===== src/rtl/stream_demux.sv =====
// Registered 1-to-7 valid/ready stream demultiplexer; code 7 discards the word.
// Optional saturating discard counter enabled by STREAM_DEMUX_DROP_CNT_EN.
module stream_demux #(
  parameter int WIDTH = 16
) (
  input  logic               clk,
  input  logic               rst,
  input  logic [WIDTH-1:0]   in_data,
  input  logic [2:0]         in_sel,
  input  logic               in_valid,
  output logic               in_ready,
  output logic [7*WIDTH-1:0] out_data,
  output logic [6:0]         out_valid,
  input  logic [6:0]         out_ready
`ifdef STREAM_DEMUX_DROP_CNT_EN
  ,
  output logic [15:0]        drop_count
`endif
);

  logic [WIDTH-1:0] data_q [7];
  logic [6:0]       valid_q;
  logic             accept;

  // A channel can take a word when it is empty or is draining this cycle.
  always_comb begin
    in_ready = 1'b0;
    if (!rst) begin
      if (in_sel == 3'd7) begin
        in_ready = 1'b1;
      end else begin
        for (int k = 0; k < 7; k++) begin
          if (in_sel == 3'(k)) begin
            in_ready = !valid_q[k] || out_ready[k];
          end
        end
      end
    end
  end

  assign accept = in_valid && in_ready;

  always_ff @(posedge clk) begin
    if (rst) begin
      valid_q <= '0;
      for (int k = 0; k < 7; k++) begin
        data_q[k] <= '0;
      end
    end else begin
      for (int k = 0; k < 7; k++) begin
        if (accept && in_sel == 3'(k)) begin
          data_q[k]  <= in_data;
          valid_q[k] <= 1'b1;
        end else if (valid_q[k] && out_ready[k]) begin
          valid_q[k] <= 1'b0;
        end
      end
    end
  end

  always_comb begin
    out_data = '0;
    for (int k = 0; k < 7; k++) begin
      out_data[k*WIDTH +: WIDTH] = data_q[k];
    end
  end

  assign out_valid = valid_q;

`ifdef STREAM_DEMUX_DROP_CNT_EN
  logic [15:0] drop_q;

  always_ff @(posedge clk) begin
    if (rst) begin
      drop_q <= '0;
    end else if (accept && in_sel == 3'd7 && drop_q != 16'hFFFF) begin
      drop_q <= drop_q + 16'd1;
    end
  end

  assign drop_count = drop_q;
`endif

endmodule


===== config.mk =====
export PLATFORM = sky130hd
export DESIGN_NAME = stream_demux
export DESIGN_NICKNAME = d
export VERILOG_FILES = /design/src/rtl/stream_demux.sv
export SDC_FILE = /design/constraint.sdc
export NUM_CORES = 1
export LEC_CHECK = 0
export ABC_AREA = 1
export BUFFER_PORTS_ARGS = -buffer_cell sky130_fd_sc_hd__buf_2
export CAP_MARGIN = 20
export CORE_MARGIN = 2
export CORE_UTILIZATION = 40
export CTS_CLUSTER_DIAMETER = 200
export DETAILED_ROUTE_END_ITERATION = 7
export GPL_ROUTABILITY_DRIVEN = 0
export MAX_ROUTING_LAYER = met4
export PLACE_DENSITY = 0.73
export SLEW_MARGIN = 20
export SYNTH_ARGS = -nofsm -noshare
export SYNTH_HDL_FRONTEND = slang
export SYNTH_SLANG_ARGS = --single-unit

===== constraint.sdc =====
create_clock -name clk -period 3.7 [get_ports clk]
set_input_delay 0.74 -clock clk [delete_from_list [all_inputs] [get_ports clk]]
set_output_delay 0.74 -clock clk [all_outputs]
set_load 0.005 [all_outputs]

# ---- After elaboration in Yosys (flattened, before gate mapping)
# Memory sizes are Yosys's and may differ from the RTL's.
# Index checks and enable logic that the tools add are counted.
dict set report op_classes {
  n_eq_ne 7
  mux 53
  n_bitwise 7
  n_reduce_logical 37
}
# cell count
set op_table {}
lappend op_table {{$mux 16} 7}
lappend op_table {{$mux 1} 46}
lappend op_table {{$logic_and 1x1->1} 15}
lappend op_table {{$reduce_bool 2->1} 7}
lappend op_table {{$eq 3x3->1 const B} 4}
lappend op_table {{$logic_not 1->1} 7}
lappend op_table {{$logic_or 1x1->1} 7}
lappend op_table {{$or 1x1->1} 7}
lappend op_table {{$eq 3x2->1 const B} 2}
lappend op_table {{$eq 3x1->1 const B} 1}
lappend op_table {{$logic_not 3->1} 1}
dict set report word_totals {
  regBits 7
  ram_bits 112
  input_bits 29
  out_inout_bits 120
  wordCells 112
  n_memories 1
}
# memory words width read_ports rd_ports_with_merged_regs wr line
set memory_table {}
lappend memory_table {data_q 7 16 7 0 7 21} ;# logic [WIDTH-1:0] data_q [7];

# ---- Depth between registers and ports, before layout
# Gate-level depths: netlist of run 1.
dict set report logic_depth {
  ltp_word 17
  depth_mapped 11
  depth_no_buf 10
}

# ---- Least setup slack after synthesis of run 1
# Ideal clock, no wire load.
dict set report synth_path {
  kind {in2reg}
  startpoint {input port in_sel[1]}
  endpoint {memory data_q[0][0], enable pin}
  setup_ps 372
  arrival_ps 2161
  t_required_ps 3328
  setup_slack_ps 1168
  path_stages 9
  n_path_buf 2
  path_cell_list {buf_4 nor3_4 a21oi_1 nand2_1 nand2_2 nand3_4 nand4_4 buf_6 nand2_1}
}
# item line
set synth_rtl {}
lappend synth_rtl {{from (decl)} 9} ;# input logic [2:0] in_sel,
lappend synth_rtl {{to (decl)} 21}

# ---- Worst setup path in the final report of run 1
dict set report layout_path {
  startpoint {input port rst}
  endpoint {output port in_ready}
}
dict set report layout_between {
  elab_chain_len 1
}
# item line
set layout_lines {}
lappend layout_lines {{from (decl)} 7} ;# input logic rst,
lappend layout_lines {{$mux 1} 28} ;# if (!rst) begin
lappend layout_lines {{to (decl)} 11} ;# output logic in_ready,
# Every way passes these cells.

==> results.md, run 1 <==
- Status: completed
- Startpoint Class: primary input
- Worst VDD drop: 0.2574 mV
- Cell Area, Synth: 4528 µm²
- Clock buffer depth: 2
- Finished Layout Cells: 633
- Yosys reg bits: 119
- CTS-repair resized insts: 0
- MaxCap Viol Count: 0
- Main synth FF type: edfxtp_1
- Io pins: 149
- DR vias: 3050
- Complex-gate fraction of the synthesized area: 1.050%
- Synth Area in Adders: 0%
- Iter 0 DRT Violations: 196
- YS warnings: 0
- Dpl cell area: 5348 µm²
- Yosys top cell by area: edfxtp_1
- Post-synth top cells: edfxtp_1 (112), nor2_1 (108), inv_1 (29)
- Antenna cells: 0
- First-pass GRT wire length: 15490 µm
- Count leader, synth: edfxtp_1
- Footprint of the multi-input gates: 808.3 µm²
- Syn nets: 354
- Post-Syn Instances: 325
- CTS tree: done
- Grt total ovfl: 0
- FF+latch area: 3503 µm²
- Logic pwr share: 5.5%
- P per Cell Area: 559.9 nW/µm²
- Sw Share: 20.50%
- Multiplexer share of the synthesized area: 0%
- P&R area growth vs syn: 30.73%
- TritonRoute pass-1 iters: 5
- H-tree levels: 4
- Hold_buf cts: 0
- Detail Route Antenna Nets: 0
- Core footprint: 10940 µm²
- Post-Synth XOR/XNOR Area: 0%
- Layout fillers: 926
- Fin. Hold Viols: 0
- Crit path time final: 3.012 ns
- Row count: 38
- Num CTS Buffers: 17
- Post-synth EDFFs: 112
- WP data arrival: 2.27 ns
- Sequential area share after synthesis: 77.37%
- Initial antenna violation count: 0
- Starting Density: 41.41%
- Worst hold path class: flip-flop to flip-flop
- Post-detail-place hpwl: 7651 µm
- Fin area: 5919 µm²
- Num Clock Sinks: 119
- Die area: 12190 µm²
- GRT Util Overall: 18.40%
- Sequential share of power: 46.7%
- Peak Freq: 332.0 MHz
- Setup Viol. Count Final: 0
- Slew Limit Headroom: 51.19%
- Switching power: 0.6793 mW
- Worst-path clk slew: 0.05 ns
- Synth top area cells: edfxtp_1 (74%), nor2_1 (9.0%), dfxtp_1 (3.1%), nand4_4 (2.8%), inv_1 (2.4%)
- Drt total wl: 10670 µm
- CTS root buf: clkbuf_16
- Layout net count: 509
- Die Y: 110.4 µm
- Library cells used by synthesis: 21
- Vias in the first global route: 2855
- Die W: 110.4 µm
- Pins Over Slew Limit: 0
- Fin util: 54.13%
- RSZ-0062 raised after global routing: false
- Synth top area share: 74.27%
- Async S/R FF share, synth: 0%
- Worst endpoint required time: 2.96 ns
- Largest family of logic cells by synthesized area: simple AND/OR/NAND/NOR gates
- Clk pwr share: 47.8%
- Share of cells above drive strength 1: 40.16%
- Clock insertion delay at the later pin of the skew report: 0.39 ns
- Internal: 2.635 mW
- Via density: 4.818
- Cell count after placement: 601
- Total Power: 3.314 mW
- Avg Cell Area, Syn: 13.93 µm²
- Synth Area in Simple Gates: 16.80%
- CP Max Fanout: 24
- CP endpoint kind: primary output
- WS Path Type: primary input to primary output
- Crit share post-route: 81.40%
- Input/output buffers: 148
- P_leak: 2.708 nW
- Setup bufs post-CTS: 0
- Pin count of the biggest net entering global routing: 25
- Setup TNS: 0 ns
- Worst slew pin tran: 0.7304 ns
- Post-route DRC violation count: 0
- WL/cell: 16.85 µm
- Layout Skew: 0.009214 ns
## metal layers
metal	GRT usage, %	wire length (µm)	vias up
met2	28.18	4947	198
met3	4.938	1061	9
li1	-	-	1412
met4	5.179	108	0
met1	24.41	4548	1431
met5	-	0	-
## placed cells by master, fill, tap and decap left out
| master | n |
|---|---|
| buf_2 | 148 |
| edfxtp_1 | 112 |
| nor2_1 | 108 |
| inv_1 | 29 |
| clkbuf_16 | 17 |
| nand2_1 | 15 |
| nor2_2 | 10 |
| a21oi_1 | 8 |
| dfxtp_1 | 7 |
| nand3_1 | 6 |
| nand4_4 | 6 |
| clkinv_2 | 6 |
| clkbuf_1 | 4 |
| bufinv_16 | 3 |
| inv_2 | 2 |
| nor3_4 | 2 |
| nand2_2 | 2 |
| clkinv_1 | 2 |
| nor3_1 | 2 |
| o211ai_1 | 1 |
| nand3_4 | 1 |
| nand4_1 | 1 |
| clkinvlp_4 | 1 |
## path summary, 6_finish.rpt
path | cells after the start | start | end | slack [ns]
hold / removal | 2 | out_valid[6]$_SDFFE_PP0P_ | out_valid[6]$_SDFFE_PP0P_ | 0.49
setup / recovery | 5 | rst | in_ready | 0.69
setup reg to reg | 9 | out_valid[2]$_SDFFE_PP0P_ | data_q[4][9]$_SDFFCE_PN0P_ | 1.49
hold reg to reg | 2 | out_valid[6]$_SDFFE_PP0P_ | out_valid[6]$_SDFFE_PP0P_ | 0.49
## power groups by stage
stage          clock [mW]  sequential, mW  combinational (mW)
2_1_floorplan           0            1.57              0.0827
3_3_place_gp            0            1.57               0.180
3_5_place_dp            0            1.57               0.184
4_1_cts              1.61            1.55               0.185
5_1_grt              1.67            1.55               0.202
6_report             1.59            1.55               0.182
## state kept, by name, summed over array words and instances (netlist names)
name and flops:
data_q 112, out_valid 7
## cell families (layout without fill, tap and decap cells)
group | Yosys count | after routing
flip-flops | 119 | 119
AO/OA/AOI/OAI | 9 | 9
AND/OR/NAND/NOR | 153 | 153
buffers and inverters | 44 | 212
## cell type report
| cell class | count | area share (%) |
|---|---|---|
| clock inverters | 11 | 2.219 |
| repair buffers | 148 | 12.51 |
| multi-input cells | 162 | 13.65 |
| flip-flops and latches | 119 | 59.18 |
| clock buffers | 21 | 7.440 |
| inverters | 32 | 2.029 |
| well taps | 140 | 2.959 |
## worst max-delay path: stages
cell,delay [ns]
buf_2,0.38
clkinv_1,0.69
nand2_1,0.27
inv_1,0.05
buf_2,0.12
## stage by stage
step | hold slack [ns] | worst slack [ns]
4_1_cts | 0.4967 | 0.6911
3_3_place_gp | 0.4967 | 0.5495
5_1_grt | 0.5365 | 0.5464
3_5_place_dp | 0.4827 | 0.4192
6_report | 0.4935 | 0.6882
2_1_floorplan | 0.4729 | 1.168
No activity file was read; power rests on OpenSTA's default activity.
==> run 2, diff against run 1 <==
==> constraint.sdc (replaced) <==
create_clock -name clk -period 2.89 [get_ports clk]
set_input_delay 0.578 -clock clk [delete_from_list [all_inputs] [get_ports clk]]
set_output_delay 0.578 -clock clk [all_outputs]
set_load 0.005 [all_outputs]
==> results.md, run 2 (synthesized netlist as in run 1, its figures left out) <==
- Status: completed (unchanged)
- H-tree levels: 4 (unchanged)
- Worst path max stage delay: 0.23 ns (was 0.69 ns)
- WP data arrival: 1.77 ns (was 2.27 ns)
- Antenna cells: 0 (unchanged)
- Pin count of the biggest net entering global routing: 24 (was 25)
- Grt total ovfl: 0 (unchanged)
- First-pass GRT wire length: 16460 µm (was 15490 µm)
- CP dominant cell by count: nand2_1 (was buf_2)
- Via density: 4.743 (was 4.818)
- Max reg flops: 112 (unchanged)
- Initial antenna violation count: 0 (unchanged)
- GR Util met2: 30.24% (was 28.18%)
- Iter 0 DRT Violations: 171 (was 196)
- Vias in the first global route: 3009 (was 2855)
- WL/cell: 17.15 µm (was 16.85 µm)
- Hold_buf cts: 0 (unchanged)
- M1 GR Usage: 24.83% (was 24.41%)
- RSZ-0062 raised after global routing: false (unchanged)
- Fin util: 55.31% (was 54.13%)
- Drt total wl: 11060 µm (was 10670 µm)
- Detail Route Antenna Nets: 0 (unchanged)
- DR vias: 3059 (was 3050)
- Grt peak-use layer: met2 (unchanged)
- Layout fillers: 907 (was 926)
- Worst VDD drop: 0.3766 mV (was 0.2574 mV)
- Setup Viol. Count Final: 0 (unchanged)
- Die area: 12190 µm² (unchanged)
- Clock insertion delay at the later pin of the skew report: 0.40 ns (was 0.39 ns)
- P&R area growth vs syn: 33.57% (was 30.73%)
- CP Max Fanout: 10 (was 24)
- Fin. Hold Viols: 0 (unchanged)
- TritonRoute pass-1 iters: 5 (unchanged)
- Layout Skew: 0.01204 ns (was 0.009214 ns)
- Crit path time final: 2.346 ns
- Commonest non-fill, non-tap cell in the layout: buf_2 (unchanged)
- Core footprint: 10940 µm² (unchanged)
- P_leak: 2.785 nW (was 2.708 nW)
- GRT Util Overall: 19.81% (was 18.40%)
- Buf/Inv on CP: 3 (was 4)
- Post-route DRC violation count: 0 (unchanged)
- Clock buffer depth: 2 (unchanged)
- CP endpoint kind: primary output (unchanged)
- Worst-path clk slew: 0.06 ns (was 0.05 ns)
- Crit share post-route: 81.18%
- Reg2reg setup slack: 1.00 ns (was 1.49 ns)
- Row count: 38 (unchanged)
- Peak Freq: 426.2 MHz
- Num Clock Sinks: 119 (unchanged)
- CTS-repair resized insts: 0 (unchanged)
- Pins Over Slew Limit: 0 (unchanged)
- Starting Density: 41.41% (unchanged)
- CP Cell Sequence: buf_2, nor2_1, nand3_1, nand2_1, nor2_1, nand2_1, nand2_2, nand3_4, nand2_1, inv_1, buf_2 (was buf_2, clkinv_1, nand2_1, inv_1, buf_2)
- Layout net count: 521 (was 509)
- CP max stage cell: buf_2 (was clkinv_1)
- Num CTS Buffers: 17 (unchanged)
- Io pins: 149 (unchanged)
- Share of cells above drive strength 1: 41.98% (was 40.16%)
- Worst hold path class: primary input to flip-flop (was flip-flop to flip-flop)
- Worst endpoint required time: 2.31 ns (was 2.96 ns)
- Met3 Use GR: 6.761% (was 4.938%)
- CTS tree: done (unchanged)
- Setup bufs post-CTS: 0 (unchanged)
- MaxCap Viol Count: 0 (unchanged)
- CP top delay family: simple AND/OR/NAND/NOR gates (was buffers and inverters)
- Post-detail-place hpwl: 7749 µm (was 7651 µm)
- Largest Register: data_q (unchanged)
- CTS root buf: clkbuf_16 (unchanged)
- WS Path Type: primary input to primary output (unchanged)
- P per Cell Area: 721.6 nW/µm² (was 559.9 nW/µm²)
- Worst slew pin tran: 0.5290 ns (was 0.7304 ns)
- Die Y: 110.4 µm (unchanged)
- Slew Limit Headroom: 64.52% (was 51.19%)
- Die W: 110.4 µm (unchanged)
- Most frequent cells in the layout: buf_2 (148), edfxtp_1 (112), nor2_1 (108) (unchanged)
- Startpoint Class: primary input (unchanged)
- Setup TNS: 0 ns (unchanged)
- Input/output buffers: 148 (unchanged)
==> run 2: worst paths after layout <==
check	startpoint	to	depth (start not counted)
worst max-delay path	in_sel[1]	in_ready	11
worst min-delay path	out_ready[5]	out_valid[5]$_SDFFE_PP0P_	4
worst max register to register	out_valid[1]$_SDFFE_PP0P_	data_q[3][6]$_SDFFCE_PN0P_	10
worst min register to register	out_valid[5]$_SDFFE_PP0P_	out_valid[5]$_SDFFE_PP0P_	2
==> run 2: routing by layer <==
layer | wire length [µm] | vias to the layer above | share of wire, %
met2 | 5340 | 177 | 48
met5 | 0 | - | 0
met1 | 4625 | 1438 | 42
li1 | - | 1435 | -
met3 | 1013 | 9 | 9.2
met4 | 82 | 0 | 0.74
==> run 2: where the power goes <==
part / switching [mW] / total, mW / internal [mW]
combinational: 0.164 / 0.247 / 0.0835
clock: 0.698 / 2.14 / 1.44
sequential: 0.0208 / 1.98 / 1.96
total: 0.883 / 4.36 / 3.48
==> run 2: worst register-to-register path, stage by stage, from the launching register on <==
cell	delay, ns
dfxtp_1	0.32
nand2_1	0.10
nand3_1	0.08
nand2_1	0.07
nor2_1	0.04
nand2_1	0.06
nand2_2	0.06
nand3_4	0.16
nand4_4	0.27
nand2_1	0.14
buf_4	0.25
==> run 2: area by class of cell <==
cell class,instances,area [µm²],share of cell area (%)
Tap cell,140,175.2,2.896
Timing Repair Buffer,160,830.8,13.74
Multi-Input combinational cell,162,808.3,13.36
Sequential cell,119,3503,57.92
Clock inverter,8,118.9,1.965
Inverter,32,120.1,1.986
Clock buffer,24,491.7,8.130
==> run 2: through the flow <==
step | instances | hold slack, ns | cell area [µm²] | power [mW] | setup WS (ns)
2_1_floorplan | 325 | 0.4729 | 4528 | 2.122 | 0.5196
3_3_place_gp | 613 | 0.4872 | 5438 | 2.253 | 0.5307
3_5_place_dp | 613 | 0.4773 | 5438 | 2.260 | 0.4374
4_1_cts | 645 | 0.4297 | 6048 | 4.401 | 0.5439
5_1_grt | 645 | 0.4562 | 6048 | 4.508 | 0.4339
6_report | 645 | 0.4501 | 6048 | 4.364 | 0.5438
==> run 3, diff against run 2 <==
==> constraint.sdc (replaced) <==
create_clock -name clk -period 2.4 [get_ports clk]
set_input_delay 0.48 -clock clk [delete_from_list [all_inputs] [get_ports clk]]
set_output_delay 0.48 -clock clk [all_outputs]
set_load 0.005 [all_outputs]
==> results.md, run 3 (synthesized netlist as in run 1, its figures left out) <==
- Worst endpoint required time: 1.92 ns (was 2.31 ns)
- Row count: 38 (unchanged)
- Met2 routed WL: 5486 µm (was 5340 µm)
- Detail Route Antenna Nets: 0 (unchanged)
- P_leak: 2.802 nW (was 2.785 nW)
- RSZ-0062 raised after global routing: false (unchanged)
- Drt total wl: 11310 µm (was 11060 µm)
- Starting Density: 41.41% (unchanged)
- Clock insertion delay at the later pin of the skew report: 0.40 ns (about the same)
- Capturing point of the worst reg2reg path: data_q[2][11]$_SDFFCE_PN0P_ (was data_q[3][6]$_SDFFCE_PN0P_)
- CP max stage cell: dfxtp_1 (was buf_2)
- Die Y: 110.4 µm (unchanged)
- Antenna cells: 0 (unchanged)
- Status: completed (unchanged)
- Num CTS Buffers: 17 (unchanged)
- TritonRoute pass-1 iters: 4 (was 5)
- Worst VDD drop: 0.3594 mV (was 0.3766 mV)
- CP endpoint kind: primary output (unchanged)
- Worst path max stage delay: 0.33 ns (was 0.23 ns)
- GRT Util Overall: 19.70% (was 19.81%)
- Worst-path clk slew: 0.06 ns (about the same)
- Layout net count: 524 (was 521)
- Grt total ovfl: 0 (unchanged)
- WL/cell: 17.49 µm (was 17.15 µm)
- Reg-to-reg critical path startpoint: out_valid[2]$_SDFFE_PP0P_ (was out_valid[1]$_SDFFE_PP0P_)
- Layout fillers: 954 (was 907)
- CP Cell Sequence: inv_1, nor2_1, nor2_1, nor2_1, nand2_1, nand2_2, nand3_4, nand2_1, inv_1, buf_2 (was buf_2, nor2_1, nand3_1, nand2_1, nor2_1, nand2_1, nand2_2, nand3_4, nand2_1, inv_1, buf_2)
- Num Clock Sinks: 119 (unchanged)
- Layout Skew: 0.01284 ns (was 0.01204 ns)
- Cell count after placement: 616 (was 613)
- Crit path time final: 2.283 ns
- Worst hold path class: primary input to flip-flop (unchanged)
- Final Hold Slack: 0.3574 ns (was 0.4501 ns)
- CTS root buf: clkbuf_16 (unchanged)
- Met1 Wirelength: 4755 µm (was 4625 µm)
- Die W: 110.4 µm (unchanged)
- Share of cells above drive strength 1: 42.80% (was 41.98%)
- Clock buffer depth: 2 (unchanged)
- WS Path Type: flip-flop to primary output (was primary input to primary output)
- Slew Limit Headroom: 72.43% (was 64.52%)
- CP dominant cell by count: nor2_1 (was nand2_1)
- Core footprint: 10940 µm² (unchanged)
- CTS-repair resized insts: 0 (unchanged)
- Total Power: 5.353 mW (was 4.364 mW)
- Die area: 12190 µm² (unchanged)
- Largest Register: data_q (unchanged)
- Crit path to: in_ready (unchanged)
- Finished Layout Cells: 647 (was 645)
- MaxCap Viol Count: 0 (unchanged)
- Fin. Hold Viols: 0 (unchanged)
- Peak Freq: 438.0 MHz
- Top sig layer: met4 (unchanged)
- Most frequent cells in the layout: buf_2 (148), edfxtp_1 (112), nor2_1 (108) (unchanged)
- Reg2reg setup slack: 0.53 ns (was 1.00 ns)
- Setup Viol. Count Final: 0 (unchanged)
- Hold_buf cts: 0 (unchanged)
- Via density: 4.771 (was 4.743)
- First-pass GRT wire length: 16630 µm (was 16460 µm)
- R2R depth: 10 (unchanged)
- Setup TNS: 0 ns (unchanged)
- DR vias: 3087 (was 3059)
- Commonest non-fill, non-tap cell in the layout: buf_2 (unchanged)
- Pin count of the biggest net entering global routing: 24 (unchanged)
- P per Cell Area: 878.0 nW/µm² (was 721.6 nW/µm²)
- Post-route DRC violation count: 0 (unchanged)
- Startpoint Class: flip-flop (was primary input)
- Iter 0 DRT Violations: 160 (was 171)
- CTS tree: done (unchanged)
- Post-detail-place hpwl: 7894 µm (was 7749 µm)
- Io pins: 149 (unchanged)
- Setup bufs post-CTS: 0 (unchanged)
- WP data arrival: 1.80 ns (was 1.77 ns)
- Crit share post-route: 95.14%
- Initial antenna violation count: 0 (unchanged)
- Vias in the first global route: 3066 (was 3009)
- Pins Over Slew Limit: 0 (unchanged)
- H-tree levels: 4 (unchanged)
- CP Max Fanout: 8 (was 10)
- WL met3: 891 µm (was 1013 µm)
- Max reg flops: 112 (unchanged)
- P&R area growth vs syn: 34.65% (was 33.57%)
- Worst slew pin tran: 0.4103 ns (was 0.5290 ns)
- Source of the critical timing path: out_valid[2]$_SDFFE_PP0P_ (was in_sel[1])
- Input/output buffers: 148 (unchanged)
-- run 3: cell types whose count changed in the layout (fill, tap and decap cells not counted), sizes merged --
cell and change:
clkbuf -7, buf +3, clkinv +2, inv +2, bufinv +1, clkinvlp +1
-- run 3: critical path: cells and delay by family, from the launching register on --
kind	cells	cell delay, ns
buffers and inverters	3	0.21
DFF	1	0.33
and+or+nand+nor	7	0.86
-- run 3: worst min path at each step --
| stage | from | end | slack, ns | cells after the start |
|---|---|---|---|---|
| floorplan | out_valid[4]$_SDFFE_PP0P_ | out_valid[4]$_SDFFE_PP0P_ | 0.47 | 2 |
| global placement | out_valid[5]$_SDFFE_PP0P_ | out_valid[5]$_SDFFE_PP0P_ | 0.49 | 2 |
| detailed placement | out_valid[4]$_SDFFE_PP0P_ | out_valid[4]$_SDFFE_PP0P_ | 0.48 | 2 |
| CTS | out_ready[4] | out_valid[4]$_SDFFE_PP0P_ | 0.34 | 4 |
| global route | out_ready[4] | out_valid[4]$_SDFFE_PP0P_ | 0.37 | 4 |
| finish | out_ready[4] | out_valid[4]$_SDFFE_PP0P_ | 0.36 | 4 |
-- run 3: through the flow --
step	setup WS (ns)	utilization (%)	instance area (µm²)
after floorplan	0.1276	-	4528
after global placement	0.2963	50.05	5473
after detailed placement	0.2086	50.05	5473
after CTS	0.1230	55.76	6097
after global routing	0.03236	55.76	6097
final	0.1167	55.76	6097
-- run 3: area by class of cell --
type / instances / area, µm² / area share [%]
clock buffers: 17 / 425.4 / 6.977
clock inverters: 14 / 198.9 / 3.263
inverters: 32 / 120.1 / 1.970
multi-input cells: 162 / 808.3 / 13.26
flip-flops and latches: 119 / 3503 / 57.46
well taps: 140 / 175.2 / 2.873
repair buffers: 163 / 865.8 / 14.20
-- run 3: power breakdown --
| group | leakage (nW) | total [mW] | switching (mW) | internal (mW) |
|---|---|---|---|---|
| combinational | 1.26 | 0.305 | 0.200 | 0.105 |
| sequential | 1.24 | 2.38 | 0.0254 | 2.35 |
| clock | 0.304 | 2.67 | 0.929 | 1.74 |
| total | 2.80 | 5.35 | 1.15 | 4.20 |
-- run 3: per-layer routing --
metal | GRT usage (%) | vias to the layer above
met4 | 7.232 | 0
met1 | 24.25 | 1472
met2 | 31.51 | 167
met3 | 5.232 | 15
li1 | - | 1433
met5 | - | -
